==> src/rtl/seq_div8by4.sv <==
// Sequential restoring divider, 8-bit dividend by 4-bit divisor.
// One quotient bit per clock, start/busy/done handshake.
module seq_div8by4 (
   input  logic       clk,
   input  logic       rst_n,
   input  logic       start,
   input  logic [7:0] dividend,
   input  logic [3:0] divisor,
   output logic       busy,
   output logic       done,
   output logic [7:0] quotient,
   output logic [3:0] remainder,
   output logic       div_zero
);

   typedef enum logic [1:0] {
      S_IDLE,
      S_RUN,
      S_DONE
   } state_t;

   state_t     state_q, state_d;
   logic [2:0] cnt_q, cnt_d;
   logic [7:0] dq_q, dq_d;
   logic [3:0] pr_q, pr_d;
   logic [3:0] dvs_q, dvs_d;
   logic       busy_q, busy_d;
   logic       done_q, done_d;
   logic [7:0] quot_q, quot_d;
   logic [3:0] rem_q, rem_d;
   logic       dz_q, dz_d;

   logic       accept;
   logic [4:0] pr_sh;
   logic [3:0] pr_sub;
   logic       ge;
   logic [3:0] pr_nxt;
   logic [7:0] dq_nxt;

   always_comb begin
      // pr_sh is 5 bits so the compare sees the carry-out bit
      pr_sh  = {pr_q, dq_q[7]};
      ge     = (pr_sh >= {1'b0, dvs_q});
      pr_sub = pr_sh[3:0] - dvs_q;
      pr_nxt = ge ? pr_sub : pr_sh[3:0];
      dq_nxt = {dq_q[6:0], ge};
      accept = start && (state_q == S_IDLE || state_q == S_DONE);

      state_d = state_q;
      cnt_d   = cnt_q;
      dq_d    = dq_q;
      pr_d    = pr_q;
      dvs_d   = dvs_q;
      busy_d  = 1'b0;
      done_d  = 1'b0;
      quot_d  = quot_q;
      rem_d   = rem_q;
      dz_d    = dz_q;

      unique case (state_q)
         S_IDLE, S_DONE: begin
            state_d = S_IDLE;
            if (accept) begin
               dq_d  = dividend;
               dvs_d = divisor;
               pr_d  = 4'd0;
               cnt_d = 3'd0;
               dz_d  = 1'b0;
               if (divisor == 4'd0) begin
                  state_d = S_DONE;
                  done_d  = 1'b1;
                  quot_d  = 8'hFF;
                  rem_d   = 4'd0;
                  dz_d    = 1'b1;
               end else begin
                  state_d = S_RUN;
                  busy_d  = 1'b1;
               end
            end
         end
         S_RUN: begin
            dq_d  = dq_nxt;
            pr_d  = pr_nxt;
            cnt_d = cnt_q + 3'd1;
            if (cnt_q == 3'd7) begin
               state_d = S_DONE;
               done_d  = 1'b1;
               quot_d  = dq_nxt;
               rem_d   = pr_nxt;
            end else begin
               busy_d = 1'b1;
            end
         end
         default: state_d = S_IDLE;
      endcase
   end

   always_ff @(posedge clk) begin
      if (!rst_n) begin
         state_q <= S_IDLE;
         cnt_q   <= 3'd0;
         dq_q    <= 8'd0;
         pr_q    <= 4'd0;
         dvs_q   <= 4'd0;
         busy_q  <= 1'b0;
         done_q  <= 1'b0;
         quot_q  <= 8'd0;
         rem_q   <= 4'd0;
         dz_q    <= 1'b0;
      end else begin
         state_q <= state_d;
         cnt_q   <= cnt_d;
         dq_q    <= dq_d;
         pr_q    <= pr_d;
         dvs_q   <= dvs_d;
         busy_q  <= busy_d;
         done_q  <= done_d;
         quot_q  <= quot_d;
         rem_q   <= rem_d;
         dz_q    <= dz_d;
      end
   end

   assign busy      = busy_q;
   assign done      = done_q;
   assign quotient  = quot_q;
   assign remainder = rem_q;
   assign div_zero  = dz_q;

endmodule

==> config.mk <==
export PLATFORM = sky130hd
export DESIGN_NAME = seq_div8by4
export DESIGN_NICKNAME = d
export VERILOG_FILES = /design/src/rtl/seq_div8by4.sv
export SDC_FILE = /design/constraint.sdc
export NUM_CORES = 1
export LEC_CHECK = 0
export CAP_MARGIN = 15
export CORE_ASPECT_RATIO = 0.5
export CORE_UTILIZATION = 54
export CTS_BUF_LIST = sky130_fd_sc_hd__clkbuf_8
export CTS_CLUSTER_SIZE = 12
export DETAILED_ROUTE_END_ITERATION = 16
export GPL_ROUTABILITY_DRIVEN = 0
export GPL_TIMING_DRIVEN = 0
export PLACE_DENSITY = 0.82
export SETUP_SLACK_MARGIN = 0.3
export SYNTH_ARGS = -nofsm -noshare
export SYNTH_HDL_FRONTEND = slang
export SYNTH_SLANG_ARGS = --single-unit
==> constraint.sdc <==
create_clock -name clk -period 1.9 [get_ports clk]
set_clock_uncertainty 0.05 [all_clocks]
set_input_delay 0.57 -clock clk [delete_from_list [all_inputs] [get_ports clk]]
set_output_delay 0.57 -clock clk [all_outputs]
set_load 0.01 [all_outputs]
### After elaboration in Yosys (flattened, before gate mapping)

Index checks and enable logic that the tools add are counted.

| word-level totals | value |
|---|---|
| bits in registers | 36 |
| bits of input ports | 15 |
| output and inout bits | 15 |
| logic and storage cells | 55 |

| cells by class | value |
|---|---|
| $add $sub $neg | 2 |
| order comparisons | 1 |
| eq/ne operators | 6 |
| muxes and demuxes | 27 |
| reduce and logical (&&, ||, !) cells | 9 |

Operator list:

| operator | number |
|---|---|
| two-way mux 8 bit | 4 |
| one-hot mux 8 bit (2 select lines) | 2 |
| two-way mux 4 bit | 5 |
| one-hot mux 4 bit (2 select lines) | 2 |
| two-way mux 1 bit | 6 |
| two-way mux 2 bit | 3 |
| inequality test 2 bit (second input constant) | 3 |
| one-hot mux 3 bit (2 select lines) | 1 |
| greater-or-equal comparator 5 x 4 -> 1 bit | 1 |
| zero test 4 bit | 1 |
| one-hot mux 1 bit (2 select lines) | 2 |
| one-hot mux 2 bit (2 select lines) | 1 |
| AND reduction 2 bit | 2 |
| AND reduction 4 bit | 1 |
| subtractor 4 bit | 1 |
| adder 3 x 1 -> 3 bit (second input constant) | 1 |
| equality test 3 bit (second input constant) | 1 |
| two-way mux 3 bit | 1 |
| equality test 2 x 1 -> 1 bit (second input constant) | 1 |
| equality test 2 bit (second input constant) | 1 |
| zero test 2 bit | 1 |
| nonzero test 2 bit | 1 |
| OR reduction 2 bit | 1 |
| logical AND 1 bit | 1 |
| logical OR 1 bit | 1 |

### Longest topological paths before layout

| depth | value |
|---|---|
| word-level depth | 5 |
| depth in mapped cells | 7 |
| depth with buffers taken out | 7 |

### Worst setup path after synthesis

OpenSTA, ideal clock, no wires.

| path | value |
|---|---|
| kind | register to register |
| from | register dq_q[7] |
| to | register rem_q[0] (netlist: remainder[0]) |
| library setup time | 69 ps |
| arrival | 1,540 ps |
| required time | 1,781 ps |
| setup slack | 241 ps |
| stages on the path, launching flop included | 7 |
| path buffers | 0 |
| clock period less this slack | 1,659 ps |
| path through | dfxtp_1 > inv_1 > ha_1 > o21ai_0 > o2bb2ai_4 > mux2_4 > o21ai_1 |

| between the ends | value |
|---|---|
| longest elaborated chain between the ends | 4 |
| elaborated cells between the ends (all ways) | 5 |
| classes of those cells | add/sub: 1; order compare: 1; mux: 3 |

RTL lines:

| what | line | source |
|---|---|---|
| from (decl) | 24 | `logic [7:0] dq_q, dq_d;` |
| from (signal assigned) | 113 | `dq_q <= dq_d;` |
| subtractor 4 bit / greater-or-equal comparator 5 x 4 -> 1 bit (equally long branches) | 44, 43 |  |
| two-way mux 4 bit * | 45 | `pr_nxt = ge ? pr_sub : pr_sh[3:0];` |
| two-way mux 4 bit * | 85 | `if (cnt_q == 3'd7) begin` |
| one-hot mux 4 bit (2 select lines) * | 60 | `unique case (state_q)` |
| to (signal assigned) | 119 | `rem_q <= rem_d;` |
| to (decl) | 30 | `logic [3:0] rem_q, rem_d;` |

Mark *: on every way between the ends. The rest lies on a longest branch, timed or not. The select of a mux whose other input is x is not followed.
A chain may end at the register's enable or synchronous reset.

### Final worst setup path

| path | value |
|---|---|
| from | register dvs_q[3] |
| to | register pr_q[1] |

| between the ends | value |
|---|---|
| longest elaborated chain between the ends | 3 |

RTL lines:

| what | line | source |
|---|---|---|
| from (decl) | 26 | `logic [3:0] dvs_q, dvs_d;` |
| from (signal assigned) | 115 | `dvs_q <= dvs_d;` |
| greater-or-equal comparator 5 x 4 -> 1 bit | 43 | `ge = (pr_sh >= {1'b0, dvs_q});` |
| two-way mux 4 bit | 45 |  |
| one-hot mux 4 bit (2 select lines) | 60 |  |
| to (signal assigned) | 114 | `pr_q <= pr_d;` |
| to (decl) | 25 | `logic [3:0] pr_q, pr_d;` |

No other way between the ends.

==> qor.yml <==
status: "finished clean"
antenna_found_initial: 0
ant_nets: 0
hp-class: "reg -> reg"
hold_buffers: 0
first_iter_violations: 50
slew_viol_final: 0
final_cell_area_um2: 2230
ys_warn_count: 0
dpl_cell_area_um2: 2000
ir_worst_vdd_mv: 0.460
r2r-end: "pr_q[1]"
ys.flop_type: "dfxtp_1"
num_rows: 13
synthAdderAreaFrac_pct: 5.72
wire_per_inst_um: 14.9
worstPathMaxFanout: 5
hold_viol_final: 0
synth_compound_area_share_pct: 21.5
die_w_um: 80.4
setup_viol: 0
max_stage_delay_ns: 0.34
synthSimpleGateAreaFrac_pct: 21.1
powerDensity_nw_per_um2: 794
yosysSeqAreaShare_pct: 43.4
fin_crit_ns: 1.72
drc: 0
synth_xor_area_share_pct: 1.05
core-area_um2: 2750
arrival_ns: 1.89
grt_pass1_wl_um: 6060
hold_end: "remainder[3]"
grt_max_degree: 13
synthDistinctLibCells: 36
port_buffers: 28
cts_buffers: 5
cts_num_sinks: 36
whs_ns: 0.408
rsz0062_at_grt: "yes"
crit_chain: "inv_2, ha_4, or2_4, nor3_4, o2bb2ai_4, mux2_4, o21ai_1"
postSynth.asyncResetShare_pct: 0
r2r_start: "dvs_q[3]"
end_kind: "flip-flop"
layout.nets: 245
via_per_inst: 5.46
crit_slowest_cell: "dfxtp_2"
p_leak_nw: 0.959
required_ns: 2.08
cts_tree: "done"
grt_pass1_vias: 1246
synth_edf_count: 0
maxSlewHeadroom_pct: 73.0
clock.fmax_mhz: 583
path_clk_slew_ns: 0.07
critPathKind: "reg -> reg"
dp_slack_ns: -0.274
synth_top_family_by_area: "compound AO/OA/AOI/OAI gates"
maxCapViolations: 0
synth_mux_area_share_pct: 2.41
ios: 30
fin_crit_sh_pct: 90.3
firstDrtPassIters: 4
start_util_pct: 60.4
clkLatencyLatePin_ns: 0.30
clock_path_buffers: 2
insertedDiodeCount: 0
reg2regPathDepth: 7
vias: 1425
synth_nets: 199
root_buffer: "clkbuf_8"
hpwl_um: 2520
whs_path_depth: 2
synth-seq-cells: 36
dieArea_um2: 3320
drive_gt1_share_pct: 24.1
min_from: "remainder[3]"
netlist_instances: 177
worst_pin_slew_ns: 0.406
syn_to_final_growth_pct: 34.1
track_usage_pct: 26.8
syn_avg_cell_area_um2: 9.39
h-tree-depth: 2
die_h_um: 41.2
critPathLaunchType: "flip-flop"
grt_remaining_overflow: 0
syn_area_um2: 1660
reg2reg_slack_ns: 0.18
drt-total-wl_um: 3880
setup_slack_ns: 0.185
## worst max-delay path: cells and delay by family (launching register included)
kind / cells / cell delay [ns]
buffers and inverters: 1 / 0.05
DFF: 1 / 0.34
adders and majority gates: 1 / 0.14
AOI/OAI and AO/OA: 2 / 0.32
and+or+nand+nor: 2 / 0.41
muxes: 1 / 0.34
## cells by family after synthesis
family / Yosys count
AO/OA/AOI/OAI: 46
XOR/XNOR: 2
adder cells (fa/ha/maj): 7
buffers and inverters: 17
flip-flops: 36
multiplexers: 3
AND/OR/NAND/NOR: 66
## cells in the mapped netlist (3+ instances only)
master	instances	area [µm²]
nand2_1	25	93.8
o21ai_1	6	30.0
o311a_1	7	70.1
nor2b_1	6	37.5
a21boi_0	5	37.5
nor2_1	7	26.3
o21ai_0	9	45.0
nand2b_1	10	62.6
nand3_1	11	55.1
inv_1	6	22.5
a31oi_1	6	37.5
clkbuf_1	7	26.3
a21oi_1	3	15.0
dfxtp_1	36	721
ha_1	6	75.1
## what timing repair did
| action | in CTS | in global routing |
|---|---|---|
| setup buffers | 8 | 1 |
| cloned | 2 | 0 |
| pin swaps | 4 | 4 |
| setup endpoints to repair | 48 | 17 |
| resized for setup | 31 | 15 |
## cell type report
class / instances / area (µm²)
multi-input combinational: 124 / 922
sequential: 36 / 727
fill: 195 / 520
timing repair buffer: 39 / 354
clock buffer: 6 / 82.6
buffer: 11 / 60.1
tap: 37 / 46.3
inverter: 6 / 22.5
clock inverter: 2 / 13.8
## stage by stage
stage	TNS (ns)	std cells	utilization (%)	total power [mW]
after floorplan	0	177	-	1.05
after global placement	-3.77	242	72.9	1.13
after detailed placement	-4.31	242	72.9	1.14
after CTS	0	260	80.2	1.76
after global routing	0	261	81.1	1.86
final	0	261	81.1	1.77
## flip-flops by register name (all words and copies together), names as in the netlist, 2 cells and up
| register | cells |
|---|---|
| state_q | 2 |
| pr_q | 4 |
| dq_q | 8 |
| cnt_q | 3 |
| dvs_q | 4 |
| quotient | 8 |
| remainder | 4 |
## layout by cell type (no fill, tap or decap), drive strengths merged, types with 7 or more instances in the layout
cell type      instances
dfxtp                 36
o21ai                 15
clkdlybuf4s50          8
nand2b                10
dlygate4sd2           16
inv                    7
nand3                 11
o311a                  7
buf                   15
nor2                   7
clkbuf                16
nand2                 25
nor2b                  7
## worst max-delay path by stage
stage	from	to	slack (ns)	cells past startpoint
2_1_floorplan	dvs_q[3]	remainder[1]	0.29	7
3_3_place_gp	divisor[3]	quotient[4]	-0.29	5
3_5_place_dp	divisor[3]	quotient[7]	-0.27	5
4_1_cts	dvs_q[3]	pr_q[1]	0.19	7
5_1_grt	dvs_q[2]	remainder[3]	0.14	8
6_report	dvs_q[3]	pr_q[1]	0.18	7
## metal layers
metal | global-route usage [%] | vias to the layer above | part of all wire (%) | routed length [µm]
li1 | - | 709 | - | -
met1 | 31.7 | 667 | 45 | 1750
met2 | 47.5 | 39 | 47 | 1840
met3 | 8.22 | 10 | 5.7 | 222
met4 | 11.2 | 0 | 1.8 | 70
met5 | 0 | - | 0 | 0
## power by group
part / total [mW] / internal [mW] / switching [mW]
Sequential: 0.822 / 0.794 / 0.0279
Clock: 0.582 / 0.296 / 0.286
Combinational: 0.366 / 0.176 / 0.189
Total: 1.77 / 1.27 / 0.503
Note: power is estimated with default switching activity, not from simulation.
